File: src/rtl/uart_frame_rx.sv
// Purpose : assembles 7-byte sync/XOR-checksummed frames from the UART RX FIFO and
//           publishes remote player state only from frames whose checksum matches.
// Latency : outputs and frame_valid update one cycle after the checksum byte is popped.
// Backpressure: none; rd_uart = !rx_empty, so one byte is consumed every cycle one is available.
//
// Ports:
//   clk, rst           - 65 MHz clock, asynchronous active-high reset
//   read_data/rx_empty - show-ahead FIFO head byte and empty flag
//   rd_uart            - FIFO pop (combinational)
//   current_x/y_1/2    - remote player tile positions
//   player1/2_collision, selected_player - decoded from the flags byte
//   frame_valid        - one-cycle pulse when the outputs above update
//   err_count          - saturating count of frames dropped (bad checksum or timeout)
module uart_frame_rx #(
    parameter logic [7:0] SYNC_BYTE      = 8'hA5,
    parameter int         TIMEOUT_CYCLES = 65000,
    parameter int         TMR_W          = 16
) (
    input  logic       clk,
    input  logic       rst,
    input  logic [7:0] read_data,
    input  logic       rx_empty,
    output logic       rd_uart,
    output logic [7:0] current_x_1,
    output logic [7:0] current_y_1,
    output logic [7:0] current_x_2,
    output logic [7:0] current_y_2,
    output logic       player1_collision,
    output logic       player2_collision,
    output logic [1:0] selected_player,
    output logic       frame_valid,
    output logic [7:0] err_count
);

    typedef enum logic [1:0] {
        HUNT    = 2'd0,
        PAYLOAD = 2'd1,
        CHECK   = 2'd2
    } state_t;

    localparam logic [TMR_W-1:0] TMR_LAST = TMR_W'(TIMEOUT_CYCLES - 1);

    state_t            state_q, state_d;
    logic [2:0]        idx_q, idx_d;
    logic [7:0]        chk_q, chk_d;
    logic [TMR_W-1:0]  tmr_q, tmr_d;

    // Shadow copy of the frame under assembly; only promoted on a good checksum.
    logic [7:0]        sx1_q, sx1_d;
    logic [7:0]        sy1_q, sy1_d;
    logic [7:0]        sx2_q, sx2_d;
    logic [7:0]        sy2_q, sy2_d;
    logic [3:0]        sflg_q, sflg_d;

    // Published state.
    logic [7:0]        x1_q, x1_d;
    logic [7:0]        y1_q, y1_d;
    logic [7:0]        x2_q, x2_d;
    logic [7:0]        y2_q, y2_d;
    logic [3:0]        flg_q, flg_d;
    logic              fv_q, fv_d;
    logic [7:0]        err_q, err_d;

    logic              accept;
    logic              err_inc;

    // The FIFO is drained unconditionally; framing decisions never stall it.
    assign rd_uart = !rx_empty && !rst;
    assign accept  = rd_uart;

    always_comb begin
        state_d = state_q;
        idx_d   = idx_q;
        chk_d   = chk_q;
        tmr_d   = tmr_q;
        sx1_d   = sx1_q;
        sy1_d   = sy1_q;
        sx2_d   = sx2_q;
        sy2_d   = sy2_q;
        sflg_d  = sflg_q;
        x1_d    = x1_q;
        y1_d    = y1_q;
        x2_d    = x2_q;
        y2_d    = y2_q;
        flg_d   = flg_q;
        fv_d    = 1'b0;
        err_inc = 1'b0;

        case (state_q)
            HUNT: begin
                tmr_d = '0;
                // Non-sync bytes are line noise between frames, not errors.
                if (accept && (read_data == SYNC_BYTE)) begin
                    state_d = PAYLOAD;
                    idx_d   = 3'd1;
                    chk_d   = 8'h00;
                end
            end

            PAYLOAD, CHECK: begin
                if (accept) begin
                    // An arriving byte always beats a coincident timeout.
                    tmr_d = '0;
                    if (state_q == PAYLOAD) begin
                        chk_d = chk_q ^ read_data;
                        case (idx_q)
                            3'd1:    sx1_d  = read_data;
                            3'd2:    sy1_d  = read_data;
                            3'd3:    sx2_d  = read_data;
                            3'd4:    sy2_d  = read_data;
                            3'd5:    sflg_d = read_data[3:0];
                            default: ;
                        endcase
                        idx_d = idx_q + 3'd1;
                        if (idx_q == 3'd5) begin
                            state_d = CHECK;
                        end
                    end else begin
                        if (read_data == chk_q) begin
                            x1_d  = sx1_q;
                            y1_d  = sy1_q;
                            x2_d  = sx2_q;
                            y2_d  = sy2_q;
                            flg_d = sflg_q;
                            fv_d  = 1'b1;
                        end else begin
                            err_inc = 1'b1;
                        end
                        state_d = HUNT;
                        idx_d   = 3'd0;
                    end
                end else if (tmr_q == TMR_LAST) begin
                    // Stalled frame: abandon it. Shadow contents are simply
                    // overwritten by the next frame, so they need no clearing.
                    state_d = HUNT;
                    idx_d   = 3'd0;
                    tmr_d   = '0;
                    err_inc = 1'b1;
                end else begin
                    tmr_d = tmr_q + 1'b1;
                end
            end

            default: begin
                state_d = HUNT;
                idx_d   = 3'd0;
                tmr_d   = '0;
            end
        endcase

        err_d = (err_inc && (err_q != 8'hFF)) ? err_q + 8'd1 : err_q;
    end

    always_ff @(posedge clk or posedge rst) begin
        if (rst) begin
            state_q <= HUNT;
            idx_q   <= 3'd0;
            chk_q   <= 8'h00;
            tmr_q   <= '0;
            sx1_q   <= 8'h00;
            sy1_q   <= 8'h00;
            sx2_q   <= 8'h00;
            sy2_q   <= 8'h00;
            sflg_q  <= 4'h0;
            x1_q    <= 8'h00;
            y1_q    <= 8'h00;
            x2_q    <= 8'h00;
            y2_q    <= 8'h00;
            flg_q   <= 4'h0;
            fv_q    <= 1'b0;
            err_q   <= 8'h00;
        end else begin
            state_q <= state_d;
            idx_q   <= idx_d;
            chk_q   <= chk_d;
            tmr_q   <= tmr_d;
            sx1_q   <= sx1_d;
            sy1_q   <= sy1_d;
            sx2_q   <= sx2_d;
            sy2_q   <= sy2_d;
            sflg_q  <= sflg_d;
            x1_q    <= x1_d;
            y1_q    <= y1_d;
            x2_q    <= x2_d;
            y2_q    <= y2_d;
            flg_q   <= flg_d;
            fv_q    <= fv_d;
            err_q   <= err_d;
        end
    end

    // Flags byte layout: {4'b0, sel[1:0], p2col, p1col}.
    assign current_x_1       = x1_q;
    assign current_y_1       = y1_q;
    assign current_x_2       = x2_q;
    assign current_y_2       = y2_q;
    assign player1_collision = flg_q[0];
    assign player2_collision = flg_q[1];
    assign selected_player   = flg_q[3:2];
    assign frame_valid       = fv_q;
    assign err_count         = err_q;

endmodule

File: config.mk
export PLATFORM = sky130hd
export DESIGN_NAME = uart_frame_rx
export DESIGN_NICKNAME = d
export VERILOG_FILES = /design/src/rtl/uart_frame_rx.sv
export SDC_FILE = /design/constraint.sdc
export NUM_CORES = 1
export LEC_CHECK = 0
export ABC_AREA = 1
export BUFFER_PORTS_ARGS = -buffer_cell sky130_fd_sc_hd__buf_2
export CORE_MARGIN = 1
export CORE_UTILIZATION = 40
export DETAILED_ROUTE_END_ITERATION = 10
export MAX_ROUTING_LAYER = met4
export SLEW_MARGIN = 20
export SYNTH_ARGS = -nofsm -noshare
export SYNTH_HDL_FRONTEND = slang
export SYNTH_SLANG_ARGS = --single-unit
File: constraint.sdc
create_clock -name clk -period 7.3 [get_ports clk]
set_input_delay 0 -clock clk [delete_from_list [all_inputs] [get_ports clk]]
set_output_delay 0 -clock clk [all_outputs]
set_load 0.05 [all_outputs]
# Yosys cells after proc, flatten, opt, wreduce, memory -nomap -nowiden
# Index checks and enable logic that the tools add are counted.
op_classes:
  mux: 27
  reduce_logical: 17
  bitwise: 2
  add_sub_neg: 3
  n_eq_ne: 16
op_table:
  columns: ["op", "count"]
  rows:
  - ["16-bit 2-to-1 mux", 3]
  - ["4-bit AND reduction", 7]
  - ["8-bit 2-to-1 mux", 3]
  - ["16-bit by 1-bit adder with 16-bit output (second input constant)", 1]
  - ["16-bit equality test (second input constant)", 1]
  - ["8-bit case mux with 2 select lines", 1]
  - ["3-bit 2-to-1 mux", 4]
  - ["2-bit 2-to-1 mux", 5]
  - ["1-bit 2-to-1 mux", 9]
  - ["8-bit by 1-bit adder with 8-bit output (second input constant)", 1]
  - ["8-bit equality test", 1]
  - ["8-bit equality test (second input constant)", 1]
  - ["8-bit inequality test (second input constant)", 1]
  - ["8-bit bitwise XOR", 1]
  - ["3-bit by 2-bit equality test with 1-bit output (second input constant)", 2]
  - ["3-bit equality test (second input constant)", 2]
  - ["2-bit inequality test (second input constant)", 3]
  - ["3-bit case mux with 2 select lines", 1]
  - ["4-bit inequality test (second input constant)", 1]
  - ["2-bit case mux with 2 select lines", 1]
  - ["3-bit by 1-bit adder with 3-bit output (second input constant)", 1]
  - ["3-bit by 1-bit equality test with 1-bit output (second input constant)", 1]
  - ["1-bit logical AND", 3]
  - ["3-bit inequality test (second input constant)", 1]
  - ["9 further kinds", 10]
word_totals:
  out_inout_bits: 46
  ff_bits: 110
  word_cells: 81
  inputBits: 11

# Longest topological paths before layout
# Gate-level depths: netlist of the first run.
depth:
  ltp_word: 6
  depth_mapped: 11
  depth_no_buf: 11

# Least setup slack after synthesis of the first run
# No wires, ideal clock.
synth_timing:
  kind: "reg-to-reg"
  from: "reg err_q[0], in the netlist err_count[0]"
  to: "reg err_q[2], in the netlist err_count[2]"
  n_path_buf: 0
  setup_time_ns: 0.066
  setup_slack_ns: 5.481
  stages_incl_launch_ff: 8
  period_less_slack_ns: 1.819
  arrival_time_ns: 1.753
  cell_sequence: "dfrtp_1 > ha_1 > nand3_1 > nor2_1 > a31oi_2 > nand2_1 > nand2_1 > nand2_1"
synth_between:
  elab_chain_len: 2
synth_lines:
  columns: ["element", "line", "source"]
  rows:
  - ["from (decl)", "62", "logic [7:0] err_q, err_d;"]
  - ["from (signal assigned)", "188", "err_q <= err_d;"]
  - ["branches (longest 2 deep; another with 8-bit by 1-bit adder with 8-bit output)", null, null]
# Several ways; the timed one is not identified.
# A chain may end at the register's enable or synchronous reset.

# Worst setup path in the final report of the first run
layout_timing:
  from: "reg state_q[0]"
  to: "reg idx_q[2]"
layout_between:
  elab_chain_len: 4
layout_lines:
  columns: ["element", "line", "source"]
  rows:
  - ["from (decl)", "43", "state_t state_q, state_d;"]
  - ["from (signal assigned)", "173", "state_q <= state_d;"]
  - ["2-bit by 1-bit equality test with 1-bit output / 2-bit equality test (equally long branches)", "89, 104", null]
  - ["3-bit 2-to-1 mux / 2-bit OR reduction (equally long branches)", "104, 89", null]
  - ["3-bit 2-to-1 mux / 3-bit inequality test (equally long branches)", null, null]
  - ["3-bit case mux with 2 select lines / 2-bit AND reduction (equally long branches)", null, null]
  - ["to (signal assigned)", "174", "idx_q <= idx_d;"]
  - ["to (decl)", "44", "logic [2:0] idx_q, idx_d;"]
# Parallel ways exist; a longest one is shown, timed or not.

==> summary.md, run 1 <==
| Metric | Value |
|---|---|
| Final setup TNS | 0 ns |
| Critical path arrival | 2.34 ns |
| Routed wire per std cell | 12.5 um |
| Worst-case vdd ir drop | 0.131 mV |
| Share of Yosys cell area claimed by the top area cell type | 0.561 |
| Status | completed |
| Critical Path RT | 7.54 ns |
| Post-synthesis sequential area ratio | 0.561 |
| GP Congestion | 0.764 |
| Total power per unit cell area | 280 nW/um^2 |
| Non-filler instance count after layout | 776 |
| TritonCTS clock tree | built |
| Die Width | 113 um |
| Max_slew headroom | 0.481 |
| Die Ht | 113 um |
| Tightest Hold Check Type | in -> reg |
| Syn avg cell area | 8.73 um^2 |
| Post-CTS Setup Inserts | 0 |
| IO Pins | 57 |
| Largest net degree at the start of global routing | 61 |
| Vias in the first global route | 3595 |
| # nets final | 645 |
| Most area-consuming cells after synthesis | dfrtp_1 (56%), nand2_1 (13%), o21ai_0 (6.2%) |
| Worst path cell trace | inv_1, ha_1, inv_1, nor2_1, nand2_2, nand2_1, nand2_1, o21ai_0 |
| First-iteration detailed-routing DRC count | 152 |
| Startpoint Class | flop |
| Fraction of layout cells with a size suffix above 1 | 0.141 |
| Clock Tree Buf Depth | 2 |
| Max stage delay on crit path | 0.39 ns |
| Clock Latency Late Sink | 0.35 ns |
| Routed Antenna Nets | 0 |
| Syn. warnings | 0 |
| Most frequent cells in the layout | nand2_1 (170), dfrtp_1 (110), inv_1 (69) |
| Via density per instance | 4.82 |
| # rows | 40 |
| Final Max Slew Viols | 0 |
| Syn Inst Count | 562 |
| Initial antenna violation count | 0 |
| Final setup fails | 0 |
| Die area | 12700 um^2 |
| IO Port Bufs | 56 |
| Mapped Area | 4910 um^2 |
| Crit path kind | reg -> reg |
| Setup Skew | 0.00787 ns |
| Core area | 12000 um^2 |
| Clock Pin Slew Worst Setup and Hold Paths | 0.07 ns |
| Vias | 3742 |
| Routed WL | 9690 um |
| Post-route DRC violation count | 0 |
| First-pass iteration count of the detailed router | 4 |
| Final period util | 0.288 |
| Max Cap Viol | 0 |
| Cell with the largest stage delay on the worst path | dfrtp_1 |
| # diodes | 0 |
| Crit end category | flop |
| Syn Nets | 583 |
| Largest fanout on the critical path | 18 |
| CTS root buf | clkbuf_16 |
| RSZ-0062 raised after global routing | no |
| Slew @ Worst Pin | 0.775 ns |
| Post-DP HPWL | 6660 um |
| Top achievable clock speed | 476 MHz |
| Min Tclk post-route | 2.10 ns |
| Gr usage total | 0.170 |
| Grt ovf | 0 |
| Dpl cells | 752 |
| Final Hold Fails | 0 |
| Area grow syn2layout | 15.1% |
| First-pass GRT wire length | 16600 um |
| H-tree depth | 3 |
| Commonest non-fill, non-tap cell in the layout | nand2_1 |
| Synth cell types | 32 |
| Number of synthesized register bits | 110 |
| Total Power | 1580 uW |
| Initial core utilization | 0.410 |
| Area leader, netlist | dfrtp_1 |
| Clock Sinks | 110 |
| Filler instances | 1221 |
| Inserted Clock Buffers | 9 |
| P_leak | 0.00297 uW |
==> sequential cells by signal, indices dropped and copies added, names as in the netlist <==
signal / count
flg_q: 4
idx_q: 3
current_x_2: 8
err_count: 8
sy2_q: 8
chk_q: 8
sy1_q: 8
current_y_1: 8
tmr_q: 16
sx2_q: 8
current_y_2: 8
sx1_q: 8
sflg_q: 4
current_x_1: 8
state_q: 2
frame_valid: 1
==> stage by stage <==
stage | hold WS [ns] | utilization | cell area [um^2] | setup slack, ns
final | 0.0161 | 0.472 | 5650 | 5.20
after global routing | 0.0183 | 0.472 | 5650 | 4.95
after CTS | 0.00715 | 0.471 | 5630 | 4.68
after detailed placement | 0.163 | 0.441 | 5270 | 4.71
after global placement | 0.148 | 0.441 | 5270 | 4.76
after floorplan | 0.0629 | - | 4910 | 4.40
==> metal layers <==
layer	vias to the layer above	GRT usage	part of all wire
met5	-	-	0
met4	0	0.0613	0.015
met3	11	0.0380	0.041
met2	64	0.273	0.46
met1	1775	0.210	0.49
li1	1892	-	-
==> path summary, 6_finish.rpt <==
| check | start | endpoint | slack (ns) | cells after the start |
|---|---|---|---|---|
| max in group asynchronous | rst | sy1_q[7] | 5.82 | 4 |
| max reg2reg | state_q[0] | idx_q[2] | 5.20 | 8 |
| min in group asynchronous | rst | err_count[0] | 0.29 | 3 |
| min | read_data[2] | sflg_q[2] | 0.02 | 3 |
| min reg2reg | tmr_q[0] | tmr_q[0] | 0.47 | 1 |
| max | state_q[0] | idx_q[2] | 5.20 | 8 |
==> cells in the mapped netlist (all sizes together) <==
cell    count
a21oi       4
a31oi       1
and2b       1
and3        1
and3b       1
buf        13
clkbuf      2
dfrtp     110
ha         10
inv        71
nand2     173
nand3      22
nand4       8
nor2       41
nor3        8
nor3b       6
o211ai      1
o21a        1
o21ai      80
o21bai      1
xnor2       3
xor2        4
==> timing repair <==
| action | CTS | global route |
|---|---|---|
| hold buffers | 7 | 0 |
| endpoints found under the hold margin | 70 | 0 |
| gates resized for setup | 0 | 0 |
==> power breakdown <==
group / total [uW] / switching (uW) / internal [uW]
logic: 365 / 260 / 105
registers: 726 / 42.0 / 684
clock network: 489 / 221 / 268
==> cell families (layout without fill, tap and decap cells) <==
group | Yosys count | after routing | share of synthesized area
AND/OR/NAND/NOR | 261 | 261 | 0.228
flip-flops | 110 | 110 | 0.561
AO/OA/AOI/OAI | 88 | 88 | 0.0951
buffers and inverters | 86 | 153 | 0.0775
adder cells (fa/ha/maj) | 10 | 10 | 0.0255
XOR/XNOR | 7 | 7 | 0.0125
==> worst max-delay path, delay by kind of cell, from the launching register on <==
| family | cells | cell delay (ns) |
|---|---|---|
| adders and majority gates | 1 | 0.33 |
| buffers and inverters | 2 | 0.42 |
| and+or+nand+nor | 4 | 0.76 |
| DFF | 1 | 0.39 |
| AOI/OAI and AO/OA | 1 | 0.08 |
==> final cells by class <==
type / instances / area [um^2] / area share
Sequential cell: 110 / 2750 / 0.487
Tap cell: 147 / 184 / 0.0326
Clock inverter: 5 / 57.6 / 0.0102
Clock buffer: 11 / 233 / 0.0412
Inverter: 71 / 269 / 0.0476
Timing Repair Buffer: 66 / 380 / 0.0673
Multi-Input combinational cell: 366 / 1770 / 0.314
Power figures use the tool's default switching activity.
==> run 2: changes to the inputs <==
Settings changed: ABC_AREA 1 to 0.
Clock period 7.3 ns to 2.16 ns, I/O delays scaled along.
==> summary.md, run 2 <==
| Metric | Value |
|---|---|
| Critical Path RT | 2.38 ns |
| Synth cell count leaders | dfrtp_1 (110), mux2_2 (45), mux2_4 (29) |
| Area leader, netlist | dfrtp_1 |
| Routed Antenna Nets | 0 |
| Failing checks | DRC |
| Final Hold Fails | 0 |
| Total power per unit cell area | 922 nW/um^2 |
| Grt ovf | 0 |
| Clock Pin Slew Worst Setup and Hold Paths | 0.08 ns |
| Share of Yosys cell area claimed by the top area cell type | 0.565 |
| Tightest Hold Check Type | in -> reg |
| Max_slew headroom | 0.633 |
| CTS root buf | clkbuf_16 |
| Main combinational cell family by area after synthesis | multiplexers |
| NetSw | 1680 uW |
| Delay-heaviest family, CP | compound AO/OA/AOI/OAI gates |
| Initial core utilization | 0.418 |
| Fraction of layout cells with a size suffix above 1 | 0.373 |
| Crit end category | flop |
| Biggest register | tmr_q |
| Worst path cell trace | or2b_1, nand4_1, nor4_4, buf_4, o41ai_4, mux2_2 |
| Sw Ratio | 0.319 |
| Die Width | 112 um |
| Routed wire per std cell | 15.2 um |
| Max stage delay on crit path | 0.53 ns |
| Syn Inst Count | 363 |
| Status | finished with violations |
| Post-DP HPWL | 6100 um |
| Die area | 12600 um^2 |
| Commonest non-fill, non-tap cell in the layout | dfrtp_1 |
| Number of synthesized register bits | 110 |
| Routed WL | 8900 um |
| Final Max Slew Viols | 0 |
| Inserted Clock Buffers | 9 |
| # rows | 39 |
| Critical path arrival | 2.26 ns |
| Cell with the largest stage delay on the worst path | o41ai_4 |
| Synth async-reset ratio | 1.00 |
| Final period util | 0.943 |
| H-tree depth | 3 |
| First-iteration detailed-routing DRC count | 145 |
| Total Power | 5250 uW |
| # diodes | 0 |
| IO Port Bufs | 56 |
| # nets final | 458 |
| Most area-consuming cells after synthesis | dfrtp_1 (57%), mux2_2 (10%), mux2_4 (8.9%) |
| Post-route DRC violation count | 5 |
| Syn. warnings | 0 |
| Post-CTS Setup Inserts | 0 |
| Post-synthesis sequential area ratio | 0.565 |
| Adder-cell share of the synthesized area | 0.0257 |
| Via density per instance | 5.11 |
| Vias in the first global route | 3050 |
| Gr usage total | 0.159 |
| Clock Tree Buf Depth | 2 |
| Setup Skew | 0.00848 ns |
| TritonCTS clock tree | built |
| Compound-cell area share of the yosys netlist | 0.0383 |
| GP Congestion | 0.774 |
| Largest fanout on the critical path | 8 |
| Vias | 2988 |
| Synth Flop Type | dfrtp_1 |
| Max FFs per register | 16 |
| First-pass iteration count of the detailed router | 9 |
| Core area | 11700 um^2 |
| Area grow syn2layout | 16.9% |
| Mux cell area share after synthesis | 0.193 |
| Min Tclk post-route | 2.04 ns |
| Final setup fails | 0 |
| RSZ-0062 raised after global routing | no |
| P_leak | 0.00296 uW |
| Initial antenna violation count | 0 |
| Most frequent cells in the layout | dfrtp_1 (110), buf_2 (56), mux2_2 (45) |
| Most frequent cell after synthesis | dfrtp_1 |
| Final setup TNS | 0 ns |
| Mapped Area | 4870 um^2 |
| Pint | 3580 uW |
| Crit path kind | reg -> reg |
| Synth cell types | 37 |
| Gate power share | 0.235 |
| Clock Latency Late Sink | 0.34 ns |
| Max Cap Viol | 0 |
| Clock Sinks | 110 |
| Simple-Gate Fraction of Synth Area | 0.113 |
| Top achievable clock speed | 491 MHz |
| Die Ht | 112 um |
| Worst-case vdd ir drop | 1.04 mV |
| Bufs and invs on worst path | 1 |
| Seq pwr share | 0.461 |
| Syn avg cell area | 13.4 um^2 |
| IO Pins | 57 |
| Startpoint Class | flop |
| Post-synth EDFFs | 0 |
| Largest net degree at the start of global routing | 43 |
| First-pass GRT wire length | 15300 um |
| Fraction of power consumed by the clock network | 0.304 |
| Post-Synth XOR/XNOR Area | 0.0378 |
| Syn Nets | 384 |
| Slew @ Worst Pin | 0.548 ns |
[run 2: worst register-to-register path: stages, from the launching register on]
cell and delay, ns:
dfrtp_1 0.40, or2b_1 0.25, nand4_1 0.13, nor4_4 0.07, buf_4 0.15, o41ai_4 0.53
mux2_2 0.39
[run 2: stage by stage]
stage                     instances  area (um^2)  utilization  worst slack (ns)  hold WS, ns
after global routing            585         5700        0.488           0.00176       0.0186
final                           585         5700        0.488             0.123       0.0237
after floorplan                 363         4870            -            0.0696        0.151
after CTS                       585         5690        0.488            0.0659       0.0118
after global placement          567         5380        0.461             0.167       0.0689
after detailed placement        567         5380        0.461            0.0859       0.0735
[run 2: what timing repair did]
action	in CTS	in global routing
endpoints found under the setup margin	0	16
hold buffers	2	0
hold endpoints to repair	22	0
gates resized for setup	0	2
[run 2: cell type report]
| cell class | instances | area (um^2) |
|---|---|---|
| clock buffer | 10 | 239 |
| tap | 143 | 179 |
| sequential | 110 | 2750 |
| fill | 1055 | 5970 |
| timing repair buffer | 71 | 435 |
| multi-input combinational | 233 | 1990 |
| inverter | 12 | 48.8 |
| clock inverter | 6 | 52.6 |
[run 2: power by group through the flow]
stage / clock [uW] / combinational [uW] / sequential (uW)
after floorplan: 0 / 751 / 2570
after global placement: 0 / 1210 / 2450
after detailed placement: 0 / 1240 / 2470
after CTS: 1650 / 1240 / 2430
after global routing: 1730 / 1380 / 2460
final: 1590 / 1240 / 2420
[run 2: cell families after synthesis]
logic type	after synthesis
flops	110
buf+inv	20
mux	74
simple gates	100
fa+ha+maj	10
compound gates	28
xor+xnor	21
[run 2: path summary, 6_finish.rpt]
kind,start,slack (ns),endpoint,cells past startpoint
worst max register to register,chk_q[3],0.12,err_count[1],6
worst max-delay path,chk_q[3],0.12,err_count[1],6
min in group asynchronous,rst,0.24,state_q[0],3
worst min-delay path,read_data[5],0.02,sy2_q[5],2
worst min register to register,tmr_q[0],0.49,tmr_q[0],1
max in group asynchronous,rst,1.31,flg_q[1],4
[run 2: layer usage]
metal  vias up  part of all wire  track usage
met4         0             0.014       0.0498
met2        70              0.46        0.237
met1      1498              0.49        0.214
met3         9             0.037       0.0373
li1       1411                 -            -
met5         -                 0            -
==> run 3: changes to the inputs <==
Settings changed: CAP_MARGIN set to 20.
Clock period 2.16 ns to 2.08 ns, I/O delays scaled along.
==> summary.md, run 3 (synthesis gave the netlist of run 2 again) <==
| Metric | Value |
|---|---|
| Core area | 11700 um^2 |
| Max_slew headroom | 0.613 |
| Grt ovf | 0 |
| Fraction of layout cells with a size suffix above 1 | 0.382 |
| Top achievable clock speed | 499 MHz |
| Min Tclk post-route | 2.00 ns |
| Area of the multi-input gates | 2020 um^2 |
| Max stage delay on crit path | 0.42 ns |
| # diodes | 0 |
| Die Ht | 112 um |
| Largest fanout on the critical path | 8 |
| Total power per unit cell area | 953 nW/um^2 |
| Crit path kind | reg -> reg |
| Critical path arrival | 2.23 ns |
| Slew @ Worst Pin | 0.580 ns |
| Bufs and invs on worst path | 1 |
| Cell with the largest stage delay on the worst path | dfrtp_1 |
| Clock Tree Buf Depth | 2 |
| Reg-to-Reg Start | tmr_q[0] |
| Final Max Slew Viols | 0 |
| P_leak | 0.00297 uW |
| Most frequent cells in the layout | dfrtp_1 (109), buf_2 (56), mux2_2 (45) |
| R2R setup slack | 0.08 ns |
| Via density per instance | 5.03 |
| Die area | 12600 um^2 |
| GP Congestion | 0.801 |
| RR Endpoint | err_count[1] |
| Routed wire per std cell | 15.2 um |
| Placed Area | 5420 um^2 |
| Vias | 2944 |
| Clock Latency Late Sink | 0.34 ns |
| Max FFs per register | 16 |
| Largest net degree at the start of global routing | 111 |
| Worst Hold Path EP | sy2_q[7] |
| Routed WL | 8890 um |
| # rows | 39 |
| Worst-case vdd ir drop | 0.710 mV |
| # nets final | 460 |
| Setup slack at placement | 0.0314 ns |
| IO Pins | 57 |
| First-pass GRT wire length | 14800 um |
| Worst path cell trace | ha_4, and4_1, nand4_1, or3_4, o41ai_4, buf_4, mux2_2 |
| CTS root buf | clkbuf_16 |
| Routed Antenna Nets | 0 |
| Crit end category | flop |
| FF-to-FF path depth | 7 |
| Final period util | 0.964 |
| Area grow syn2layout | 17.9% |
| Critical Path RT | 2.31 ns |
| Design Area, Final | 5740 um^2 |
| First-iteration detailed-routing DRC count | 150 |
| Clock Sinks | 110 |
| IO Port Bufs | 56 |
| Die Width | 112 um |
| Startpoint Class | flop |
| Initial core utilization | 0.418 |
| Commonest non-fill, non-tap cell in the layout | dfrtp_1 |
| Final core occ | 0.492 |
| Hold path cells | 2 |
| TritonCTS clock tree | built |
| Post-route DRC violation count | 6 |
| Filler instances | 1035 |
| Register Area | 2750 um^2 |
| Status | finished with violations |
| Final setup fails | 0 |
| Biggest register | tmr_q |
| H-tree depth | 3 |
| Initial antenna violation count | 0 |
| Gr usage total | 0.155 |
| Setup Skew | 0.00586 ns |
| Delay-heaviest family, CP | simple AND/OR/NAND/NOR gates |
| Final Hold Fails | 0 |
| Min-delay src | read_data[7] |
| Slack of the critical path | 0.0758 ns |
| Post-DP HPWL | 5980 um |
| Inserted Clock Buffers | 9 |
| Failing checks | DRC |
| Tightest Hold Check Type | in -> reg |
| First-pass iteration count of the detailed router | 9 |
| Max Cap Viol | 0 |
| Vias in the first global route | 2959 |
| Clock Pin Slew Worst Setup and Hold Paths | 0.07 ns |
| Hold Worst Slack | 0.0181 ns |
==> run 3: changes by cell type in the layout (fill, tap and decap cells not counted), sizes merged <==
cell	change
buf	+3
clkinv	-2
dlygate4sd3	-1
==> run 3: how the worst max path moves through the flow <==
stage,start,to,cells after the start
finish,tmr_q[0],err_count[1],7
global route,tmr_q[0],err_count[1],7
CTS,state_q[0],err_count[1],5
detailed placement,state_q[0],err_count[1],5
global placement,state_q[0],err_count[1],5
floorplan,err_count[1],err_count[1],6
==> run 3: per-stage QoR <==
step	instances	total power [uW]	TNS, ns
finish	585	5470	0
global route	585	5800	-0.0262
CTS	583	5470	0
detailed placement	568	3850	0
global placement	568	3820	0
floorplan	363	3450	0
==> run 3: layer usage <==
| layer | track usage | routed length [um] | part of all wire | up-vias |
|---|---|---|---|---|
| li1 | - | - | - | 1408 |
| met3 | 0.0367 | 294 | 0.033 | 12 |
| met4 | 0.0507 | 100 | 0.011 | 0 |
| met1 | 0.204 | 4360 | 0.49 | 1467 |
| met5 | - | 0 | 0 | - |
| met2 | 0.236 | 4130 | 0.46 | 57 |
==> run 3: repair_timing <==
action                                  in CTS  in global routing
endpoints found under the setup margin       0                 13
hold buffers                                 1                  0
setup buffers                                0                  2
resized for setup                            0                  6
endpoints found under the hold margin      110                  0
==> run 3: final cells by class <==
class | instances | share of cell area
sequential | 110 | 0.480
multi-input combinational | 233 | 0.351
timing repair buffer | 73 | 0.0824
clock buffer | 10 | 0.0416
tap | 143 | 0.0312
inverter | 12 | 0.00850
clock inverter | 4 | 0.00567
==> run 3: power breakdown <==
part	leakage (uW)	internal, uW	switching [uW]	total, uW
clock	0.000133	843	757	1600
combinational	0.00132	556	792	1350
sequential	0.00152	2350	174	2520
